### config.mk
export PLATFORM = sky130hd
export DESIGN_NAME = game_sequencer
export DESIGN_NICKNAME = d
export VERILOG_FILES = /design/src/rtl/snake_pkg.sv /design/src/rtl/game_tick_gen.sv /design/src/rtl/game_sequencer.sv
export SDC_FILE = /design/constraint.sdc
export NUM_CORES = 1
export LEC_CHECK = 0
export BUFFER_PORTS_ARGS = -buffer_cell sky130_fd_sc_hd__buf_2
export CELL_PAD_IN_SITES_DETAIL_PLACEMENT = 0
export CELL_PAD_IN_SITES_GLOBAL_PLACEMENT = 1
export CORE_MARGIN = 2
export CORE_UTILIZATION = 43
export DETAILED_ROUTE_END_ITERATION = 8
export GPL_TIMING_DRIVEN = 0
export PLACE_DENSITY = 0.87
export SETUP_SLACK_MARGIN = 0.02
export SYNTH_ARGS = -nofsm -noshare
export SYNTH_HDL_FRONTEND = slang
export SYNTH_HIERARCHICAL = 1
export SYNTH_SLANG_ARGS = --single-unit
### constraint.sdc
create_clock -name clk -period 4.05 [get_ports clk]
set_input_delay 0.81 -clock clk [delete_from_list [all_inputs] [get_ports clk]]
set_output_delay 0.81 -clock clk [all_outputs]
set_load 0.01 [all_outputs]
### src/rtl/snake_pkg.sv
// Shared types and defaults for the snake game frame sequencer.
// State codes are visible on the sequencer's state output, so their values are fixed.
package snake_pkg;

    typedef enum logic [3:0] {
        IDLE  = 4'd0,
        INIT  = 4'd1,
        RUN   = 4'd2,
        STEP  = 4'd3,
        FIELD = 4'd4,
        CHECK = 4'd5,
        APPLE = 4'd6,
        PAUSE = 4'd7,
        OVER  = 4'd8,
        WON   = 4'd9,
        ERR   = 4'd10
    } state_e;

    localparam int TICK_BASE_DEF = 12000000;
    localparam int TICK_MIN_DEF  = 3000000;
    localparam int TICK_DEC_DEF  = 500000;
    localparam int TIMEOUT_DEF   = 1024;
    localparam int SCORE_W_DEF   = 16;
    localparam int PERIOD_W      = 32;

    // States that wait on a done handshake and are guarded by the watchdog.
    function automatic logic is_wait(input state_e s);
        return s inside {STEP, FIELD, CHECK, APPLE};
    endfunction

endpackage

### src/rtl/game_tick_gen.sv
// Programmable-period tick divider: owns the tick period, which shrinks per apple
// and never drops below the floor.
module game_tick_gen
    import snake_pkg::*;
#(
    parameter int TICK_BASE = TICK_BASE_DEF,
    parameter int TICK_MIN  = TICK_MIN_DEF,
    parameter int TICK_DEC  = TICK_DEC_DEF
) (
    input  logic clk_i,
    input  logic rst_ni,
    input  logic load_i,
    input  logic dec_i,
    input  logic clr_i,
    input  logic en_i,
    output logic tick_o
);

    localparam logic [PERIOD_W-1:0] BASE_P = PERIOD_W'(TICK_BASE);
    localparam logic [PERIOD_W-1:0] MIN_P  = PERIOD_W'(TICK_MIN);
    localparam logic [PERIOD_W-1:0] DEC_P  = PERIOD_W'(TICK_DEC);

    logic [PERIOD_W-1:0] period_q, period_d;
    logic [PERIOD_W-1:0] count_q, count_d;

    // Compare before subtracting so a small period cannot wrap around.
    function automatic logic [PERIOD_W-1:0] dec_clamp(input logic [PERIOD_W-1:0] p);
        if (p < MIN_P + DEC_P) return MIN_P;
        return p - DEC_P;
    endfunction

    assign tick_o = (count_q == period_q - 1'b1);

    always_comb begin
        period_d = period_q;
        count_d  = count_q;
        if (load_i)     period_d = BASE_P;
        else if (dec_i) period_d = dec_clamp(period_q);
        if (clr_i)      count_d = '0;
        else if (en_i)  count_d = tick_o ? '0 : count_q + 1'b1;
    end

    always_ff @(posedge clk_i or negedge rst_ni) begin
        if (!rst_ni) begin
            period_q <= BASE_P;
            count_q  <= '0;
        end else begin
            period_q <= period_d;
            count_q  <= count_d;
        end
    end

endmodule

### src/rtl/game_sequencer.sv
// Per-frame scheduler: runs the tick, sequences snake/field/check/apple handshakes,
// keeps score and handles start, pause, game-over, win and watchdog error.
module game_sequencer
    import snake_pkg::*;
#(
    parameter int TICK_BASE = TICK_BASE_DEF,
    parameter int TICK_MIN  = TICK_MIN_DEF,
    parameter int TICK_DEC  = TICK_DEC_DEF,
    parameter int TIMEOUT   = TIMEOUT_DEF,
    parameter int SCORE_W   = SCORE_W_DEF
) (
    input  logic               clk,
    input  logic               rst,
    input  logic               start_req,
    input  logic               pause_req,
    output logic               snake_step,
    input  logic               snake_done,
    output logic               field_step,
    input  logic               field_done,
    output logic               check,
    input  logic               check_done,
    input  logic               dead,
    input  logic               grow,
    output logic               apple_req,
    input  logic               apple_done,
    input  logic               apple_fail,
    output logic               game_init,
    output logic [3:0]         state,
    output logic [SCORE_W-1:0] score,
    output logic               game_over,
    output logic               game_won,
    output logic               err_timeout
);

    localparam int              WD_W    = $clog2(TIMEOUT + 1);
    localparam logic [WD_W-1:0] WD_LAST = WD_W'(TIMEOUT - 1);

    state_e             state_q, state_d, rb;
    logic               latch_q, latch_d, latch_eff;
    logic               from_init_q, from_init_d;
    logic               err_q, err_d;
    logic [WD_W-1:0]    wd_q, wd_d;
    logic [SCORE_W-1:0] score_q, score_d;
    logic               snake_step_q, field_step_q, check_q, apple_req_q, game_init_q;
    logic               over_q, won_q;
    logic               tick, tick_en, tick_clr, dec, enter;

    function automatic logic [SCORE_W-1:0] sat_inc(input logic [SCORE_W-1:0] s);
        return (s == '1) ? s : s + 1'b1;
    endfunction

    game_tick_gen #(
        .TICK_BASE (TICK_BASE),
        .TICK_MIN  (TICK_MIN),
        .TICK_DEC  (TICK_DEC)
    ) u_tick (
        .clk_i  (clk),
        .rst_ni (rst),
        .load_i (start_req),
        .dec_i  (dec),
        .clr_i  (tick_clr),
        .en_i   (tick_en),
        .tick_o (tick)
    );

    always_comb begin
        state_d     = state_q;
        latch_d     = latch_q;
        from_init_d = from_init_q;
        err_d       = err_q;
        wd_d        = wd_q;
        score_d     = score_q;
        tick_en     = 1'b0;
        dec         = 1'b0;
        // A pause request that lands with the done still diverts this transition.
        latch_eff   = latch_q ^ (pause_req && is_wait(state_q));
        rb          = latch_eff ? PAUSE : RUN;

        case (state_q)
            INIT: begin
                state_d     = FIELD;
                from_init_d = 1'b1;
            end
            RUN: begin
                if (pause_req) state_d = PAUSE;
                else begin
                    tick_en = 1'b1;
                    if (tick) state_d = STEP;
                end
            end
            PAUSE: if (pause_req) state_d = RUN;
            STEP: begin
                if (snake_done) begin
                    state_d     = FIELD;
                    from_init_d = 1'b0;
                end
            end
            FIELD: if (field_done) state_d = from_init_q ? rb : CHECK;
            CHECK: begin
                if (check_done) begin
                    if (dead) state_d = OVER;
                    else if (grow) begin
                        state_d = APPLE;
                        score_d = sat_inc(score_q);
                        dec     = 1'b1;
                    end else state_d = rb;
                end
            end
            APPLE: if (apple_done) state_d = apple_fail ? WON : rb;
            default: ;
        endcase

        if (is_wait(state_q)) begin
            latch_d = latch_eff;
            if (state_d == state_q) begin
                if (wd_q == WD_LAST) begin
                    state_d = ERR;
                    err_d   = 1'b1;
                end
                wd_d = wd_q + 1'b1;
            end
        end
        if (state_d != state_q) wd_d = '0;
        if (state_d == PAUSE)   latch_d = 1'b0;

        if (start_req) begin
            state_d = INIT;
            score_d = '0;
            err_d   = 1'b0;
            latch_d = 1'b0;
            wd_d    = '0;
        end

        enter    = (state_d != state_q) || start_req;
        // Resuming from PAUSE keeps the count; any other way into RUN/PAUSE restarts it.
        tick_clr = start_req ||
                   ((state_d == RUN || state_d == PAUSE) && !(state_q == RUN || state_q == PAUSE));
    end

    always_ff @(posedge clk or negedge rst) begin
        if (!rst) begin
            state_q      <= IDLE;
            latch_q      <= 1'b0;
            from_init_q  <= 1'b0;
            err_q        <= 1'b0;
            wd_q         <= '0;
            score_q      <= '0;
            snake_step_q <= 1'b0;
            field_step_q <= 1'b0;
            check_q      <= 1'b0;
            apple_req_q  <= 1'b0;
            game_init_q  <= 1'b0;
            over_q       <= 1'b0;
            won_q        <= 1'b0;
        end else begin
            state_q      <= state_d;
            latch_q      <= latch_d;
            from_init_q  <= from_init_d;
            err_q        <= err_d;
            wd_q         <= wd_d;
            score_q      <= score_d;
            snake_step_q <= enter && (state_d == STEP);
            field_step_q <= enter && (state_d == FIELD);
            check_q      <= enter && (state_d == CHECK);
            apple_req_q  <= enter && (state_d == APPLE);
            game_init_q  <= enter && (state_d == INIT);
            over_q       <= (state_d == OVER);
            won_q        <= (state_d == WON);
        end
    end

    assign state       = state_q;
    assign score       = score_q;
    assign snake_step  = snake_step_q;
    assign field_step  = field_step_q;
    assign check       = check_q;
    assign apple_req   = apple_req_q;
    assign game_init   = game_init_q;
    assign game_over   = over_q;
    assign game_won    = won_q;
    assign err_timeout = err_q;

endmodule

== Yosys cells after proc, flatten, opt, wreduce, memory -nomap -nowiden ==
Index checks and enable logic that the tools add are counted.
W data, S select, Z words.
Word-level totals
  register bits: 105
  latch bits: 0
  RAM bits: 0
  bits in read-only memories: 0
  input bits: 11
  output and inout port bits: 28
  word-level logic and storage cells: 129
  memories: 0
Operators by class
  add/sub/neg operators: 5
  multipliers: 0
  div/mod/pow operators: 0
  order comparisons: 1
  equality and inequality tests: 26
  shift-type cells: 0
  muxes and demuxes: 52
  bitwise logic cells: 1
  reductions and logical operators: 29
Operator list (count)
  $mux W32: 7
  $mux W16: 6
  $mux W4: 13
  $mux W11: 4
  $eq A4 B3 Y1 const B: 9
  $add A32 B1 Y32 const B: 1
  $eq A32 B32 Y1: 1
  $lt A32 B22 Y1 const B: 1
  $sub A32 B1 Y32 const B: 1
  $sub A32 B19 Y32 const B: 1
  $pmux W4 S7: 1
  $reduce_bool A2 Y1: 9
  $mux W1: 17
  $add A16 B1 Y16 const B: 1
  $eq A16 B16 Y1 const B: 1
  $eq A4 B2 Y1 const B: 4
  $add A11 B1 Y11 const B: 1
  $eq A11 B10 Y1 const B: 1
  $mux W3: 3
  $reduce_bool A3 Y1: 3
  $eq A4 B1 Y1 const B: 2
  $eq A4 B4 Y1 const B: 2
  $ne A4 B4 Y1: 2
  $logic_and A1 B1 Y1: 7
  other kinds (10): 16

== Longest topological paths before layout ==
  depth in word-level cells: 18
  depth in mapped cells: 22
  mapped depth without buffers: 21

== Modules after synthesis ==
The synthesis kept the hierarchy.
By module, submodules not included
  game_tick_gen: times used 1, cells an instance 533, area each 4364.2 µm², seq. area each 1488.9 µm²
  game_sequencer: times used 1, cells an instance 271, area each 2621.3 µm², seq. area each 1026.0 µm²

== Least setup slack after synthesis ==
OpenSTA, ideal clock, no wires.
  kind: register to register
  start: register u_tick.period_q[21]
  end: register u_tick.count_q[3]
  setup time: 0.135 ns
  arrival time: 4.176 ns
  required time: 3.915 ns
  path slack: -0.261 ns
  stages on the path, launching flop included: 20
  path buffers: 2
  clock period less this slack: 4.311 ns
  cells stage by stage: dfstp_2 > buf_2 > or4_1 > or3_1 > nor3_2 > mux2i_1 > a211oi_1 > o211a_1 > and3_1 > or3b_1 > a211oi_1 > o22ai_1 > nor3_1 > a21o_1 > xor2_1 > a31o_1 > clkbuf_1 > nor2_1 > a31oi_1 > o41ai_1
Between the ends
  longest elaborated chain between the ends: 14
  elaborated cells between the ends (all ways): 19
  those cells by class: add/sub (1); eq/ne (4); mux (10); reduce/logical (4)
RTL lines
  from (decl): RTL line game_tick_gen.sv:23  | logic [PERIOD_W-1:0] period_q, period_d;
  from (signal assigned): RTL line game_tick_gen.sv:48  | period_q <= period_d;
  $sub A32 B1 Y32 (*): RTL line game_tick_gen.sv:32  | assign tick_o = (count_q == period_q - 1'b1);
  $eq A32 B32 Y1 (*): RTL line game_tick_gen.sv:32
  named net tick: RTL line game_sequencer.sv:46  | logic tick, tick_en, tick_clr, dec, enter;
  $mux W4 (*): RTL line game_sequencer.sv:88  | if (tick) state_d = STEP;
  $mux W4 (*): RTL line game_sequencer.sv:85  | if (pause_req) state_d = PAUSE;
  $pmux W4 S7 (*): RTL line game_sequencer.sv:79  | case (state_q)
  $eq A4 B4 Y1 or $mux W4 (tied branches): RTL line game_sequencer.sv:115, game_sequencer.sv:116
  $mux W4: RTL line game_sequencer.sv:115  | if (state_d == state_q) begin
  $mux W4 (*): RTL line game_sequencer.sv:113  | if (is_wait(state_q)) begin
  $mux W4 (*): RTL line game_sequencer.sv:126  | if (start_req) begin
  $eq A4 B2 Y1 or $eq A4 B3 Y1 (tied branches): RTL line game_sequencer.sv:137  | ((state_d == RUN || state_d == PAUSE) && !(state_q == RUN || state_q == PAUSE));
  $logic_or A1 B1 Y1 (*): RTL line game_sequencer.sv:137
  $logic_and A1 B1 Y1 (*): RTL line game_sequencer.sv:137
  $logic_or A1 B1 Y1 (*): RTL line game_sequencer.sv:136  | tick_clr = start_req ||
  named net tick_clr: RTL line game_sequencer.sv:46
  $mux W32 or $reduce_bool A2 Y1 (tied branches)
  to (signal assigned): RTL line game_tick_gen.sv:49  | count_q <= count_d;
  to (decl): RTL line game_tick_gen.sv:24  | logic [PERIOD_W-1:0] count_q, count_d;
Mark *: on every way through the listed nets, which the timed path passes. The rest lies on a longest branch. The select of a mux whose other input is x is not followed.
A chain may end at the register's enable or synchronous reset.

== Worst setup path after layout ==
  start: register u_tick.period_q[5]
  end: register u_tick.count_q[0]
The elaborated chain is that of the path after synthesis.

==> summary by stage <==
Drt
The highest layer used for signal routing is met4. For this block, the initial DRC count from the detailed router was 493. In the detailed route, the total length drawn on met3 is 1172 µm. The first detailed-routing pass took 5 iterations. After detailed routing, the wire length on met1 is 8867 µm. Using the TritonRoute via totals, the vias-per-cell ratio works out to 5.902. The detail route stage leaves a number of antenna-violating nets equal to 0. The detailed-route DRC error count is 0. Detailed routing placed a total of 8760 µm of wire on met2. Summing over every cut layer, the via total after detailed routing is 6,557. The final layout contains routed wiring with a total length of 19,270 µm. After detailed routing, the average wire length per cell comes to 17.34 µm.

Global route
The total overflow left after global routing is 0. The number of global-route vias before repair was 6,148. The total global-route track usage is 22.28%.

The wire length of the first global-routing pass is 31,660 µm. The initial antenna violation count is 0. Entering global routing, the biggest net connects 64 pins.

Worst setup path
The launching element type of the critical path is a flip-flop. The worst endpoint data arrival time is 4.72 ns. The required time of the critical path is 4.34 ns. The critical path's largest stage delay is 0.44 ns. The critical path contains buffers and inverters numbering 2 combined. The category of the most critical setup path is reg2reg. The kind of end point of the critical path is a flip-flop. Among all stages on the critical path, the largest delay is contributed by dfrtp_2.

Broken down by cell family, the worst path's largest delay share belongs to simple AND/OR/NAND/NOR gates. In this run the worst path has a maximum fanout of 5. The signal on the critical path passes through buf_4 > or3_1 > o31ai_1 > nand4b_1 > nor4_2 > nand4_1 > nor4b_2 > and3_4 > or3b_4 > a211oi_2 > o22ai_2 > nor3_4 > a21o_1 > xor2_1 > a31o_2 > buf_4 > or3_1 > o21ai_1.

Outcome
The run finished, with violations left. The final reports fail on negative setup slack.

Yosys
The proportion of netlist area held by the largest area contributor is 32.24%. Summed over all instances, the cell type with the most area after synthesis is dfrtp_1. Averaged over all synthesized cells, the footprint is 8.688 µm². The yosys synthesis warning count is 6. The commonest cells after synthesis are nor2_1 (99), dfrtp_1 (90), nand2_1 (57). Synthesis instantiated 93 different standard cells from the library. The leading register cell type out of synthesis is dfrtp_1. The cell count after synthesis came out at 804. The share of synthesized registers carrying an async set or reset is 100.0%.

The most common cell in the synthesized netlist is nor2_1. The number of nets in the synthesized netlist is 820. After synthesis, flip-flops and latches occupy 36.00% of the total area. The post-synthesis instance area is 0.006985 mm². Counting flops with a built-in enable in the synthesized netlist gives 0. The flip-flop and latch count after synthesis is 100. After synthesis, the cell types taking the most area are dfrtp_1 (32%), xor2_1 (6.4%), nor2_1 (5.3%).

Power
Summed over all nets, the switching power comes to 1.388 mW. In this run the power density over the cells is 422.2 mW/mm². The switching part of the total power is 38.92%. The share of power burned in the clock network is 23.7%. The total power draw is 3.567 mW. In this run, flip-flops and latches consume 31.8% of the power. Combinational cells account for 44.5% of the total power. The internal power contribution is 2.179 mW. For this design the static power due to leakage is 3.507 nW. The highest ir drop seen on vdd is 0.0004014 V.

STA
The final worst setup slack is -0.3861 ns. The max-slew violation count is 0. The worst path in the final design needs a cycle of 4.436 ns, including I/O delays and setup. Derived from the worst setup path, the maximum achievable clock frequency is 225.4 MHz. At the pin with the least slew margin, the transition time is 0.9850 ns. The relative slew slack is 33.73%. The hold violation total from the final report is 0. The final-layout setup total negative slack is -13.03 ns.

Clock skew on the completed layout was measured at 0.01072 ns. The share of the clock period used by the worst path is 109.5%. Setup repair after global routing could not meet its margin everywhere. Setup violations remaining at the end of the flow were counted as 53.

Final layout
Cells fill 53.18% of the core in the end. The layout cell share with drive strength beyond 1 is 24.69%. Compared with the post-synthesis result, the final layout area differs by 20.94%.

The repair_antennas step left the layout with diodes totalling 0. The final layout contains 906 nets.

Clocking
The clock drives 100 sinks. After clock tree synthesis, the flow added hold-fix buffers numbering 0. The maximum count of clock buffers along a single path is 2. The library cell used as clock root buffer is clkbuf_16. The clock transition at the registers of the reported paths is 0.07 ns. The CTS tree is done. The total CTS buffers is 9. CTS built an H-tree with a depth of 3. At the later pin of the worst-skew pair, clock insertion delay measures 0.36 ns.

Place
The worst setup slack before clock tree synthesis is -0.9357 ns. At the end of routability-driven placement, the weighted congestion stood at 0.9106. Input and output buffers added on the ports amount to 38. The HPWL after detailed placement is 13,390 µm.

Hold path
In this run the worst hold path is classified as in2async.

Die
The standard cell core area is 0.01589 mm². The initial utilization of the core area, before any placement, comes to 43.97%. The horizontal extent of the die is 131.5 µm.

After floorplanning, the core was divided into 46 placement rows. The count of pins on the block boundary is 39. The die footprint is 0.01728 mm².

Measured along the y axis, the die boundary spans 131.5 µm.

Run
The number of maximum-capacitance violations is 0.
[power by group through the flow]
| stage | clock, mW | sequential [mW] | combinational (mW) |
|---|---|---|---|
| 2_1_floorplan | 0 | 1.15 | 0.932 |
| 3_3_place_gp | 0 | 1.15 | 1.23 |
| 3_5_place_dp | 0 | 1.15 | 1.24 |
| 4_1_cts | 0.875 | 1.13 | 1.43 |
| 5_1_grt | 0.909 | 1.14 | 1.71 |
| 6_report | 0.845 | 1.13 | 1.59 |
[per-layer routing]
layer,vias to the layer above,track usage [%]
met5,-,0
li1,3081,-
met2,231,34.29
met4,0,8.756
met1,3206,31.29
met3,39,3.819
[flip-flops by register name (all words and copies together) (netlist names), 4 cells and up]
register and count:
u_tick/period_q 27, state 4, wd_q 11, u_tick/count_q 32
score 16
[layout make-up]
class | instances | area (µm²)
inverters | 22 | 82.58
multi-input cells | 633 | 4496
fillers | 1460 | 7437
flip-flops and latches | 100 | 2519
clock inverters | 5 | 41.29
clock buffers | 11 | 242.7
plain buffers | 45 | 239.0
repair buffers | 79 | 558.0
well taps | 216 | 270.3
[worst paths after layout]
kind	from	to	slack [ns]	cells past startpoint
max	u_tick/period_q[5]	u_tick/count_q[0]	-0.39	18
min	rst	from_init_q	0.44	1
max reg2reg	u_tick/period_q[5]	u_tick/count_q[0]	-0.39	18
min reg2reg	err_timeout	err_timeout	0.53	2
max in group asynchronous	rst	u_tick/period_q[30]	2.90	2
min in group clk	err_timeout	err_timeout	0.53	2
[what timing repair did]
item / in CTS / in global routing
gates resized for setup: 35 / 45
pin swaps: 22 / 18
buffers inserted: 23 / 18
setup endpoints to repair: 55 / 55
cloned: 1 / 0
[through the flow]
stage          hold slack (ns)  instances  instance area [µm²]
2_1_floorplan           0.4920        804                 7058
3_3_place_gp            0.5050       1058                 7518
3_5_place_dp            0.5120       1059                 7548
4_1_cts                 0.4557       1097                 8165
5_1_grt                 0.4702       1111                 8448
6_report                0.4407       1111                 8448
[cells in the final DEF (no fill, tap or decap), types with 5 or more instances in the layout]
| cell | n |
|---|---|
| a211oi_1 | 8 |
| a21oi_1 | 32 |
| a21oi_2 | 8 |
| and2_1 | 7 |
| and3_1 | 17 |
| and4_1 | 6 |
| buf_2 | 42 |
| buf_4 | 36 |
| buf_6 | 14 |
| clkbuf_1 | 26 |
| clkbuf_16 | 9 |
| dfrtp_1 | 87 |
| dfstp_2 | 10 |
| inv_1 | 18 |
| nand2_1 | 53 |
| nand2b_1 | 9 |
| nand3_1 | 29 |
| nand3b_1 | 8 |
| nand4_1 | 26 |
| nor2_1 | 95 |
| nor2_2 | 10 |
| nor2b_1 | 9 |
| nor3_1 | 20 |
| nor3b_1 | 6 |
| nor4_1 | 9 |
| nor4_2 | 5 |
| o21a_1 | 5 |
| o21ai_0 | 33 |
| o21ai_1 | 6 |
| o31ai_1 | 7 |
| or3_1 | 7 |
| or4_1 | 6 |
| xnor2_1 | 28 |
| xor2_1 | 49 |
[cell families (layout without fill, tap and decap cells)]
family                   after synthesis  count (layout)  share of synthesized area [%]
adder cells (fa/ha/maj)                5               5                         0.8956
AO/OA/AOI/OAI                        168             168                          18.13
AND/OR/NAND/NOR                      374             374                          29.39
XOR/XNOR                              80              80                          10.03
buffers and inverters                 71             162                          4.675
flip-flops                           100             100                          36.00
multiplexers                           6               6                         0.8777
Note: power is estimated with default switching activity, not from simulation.
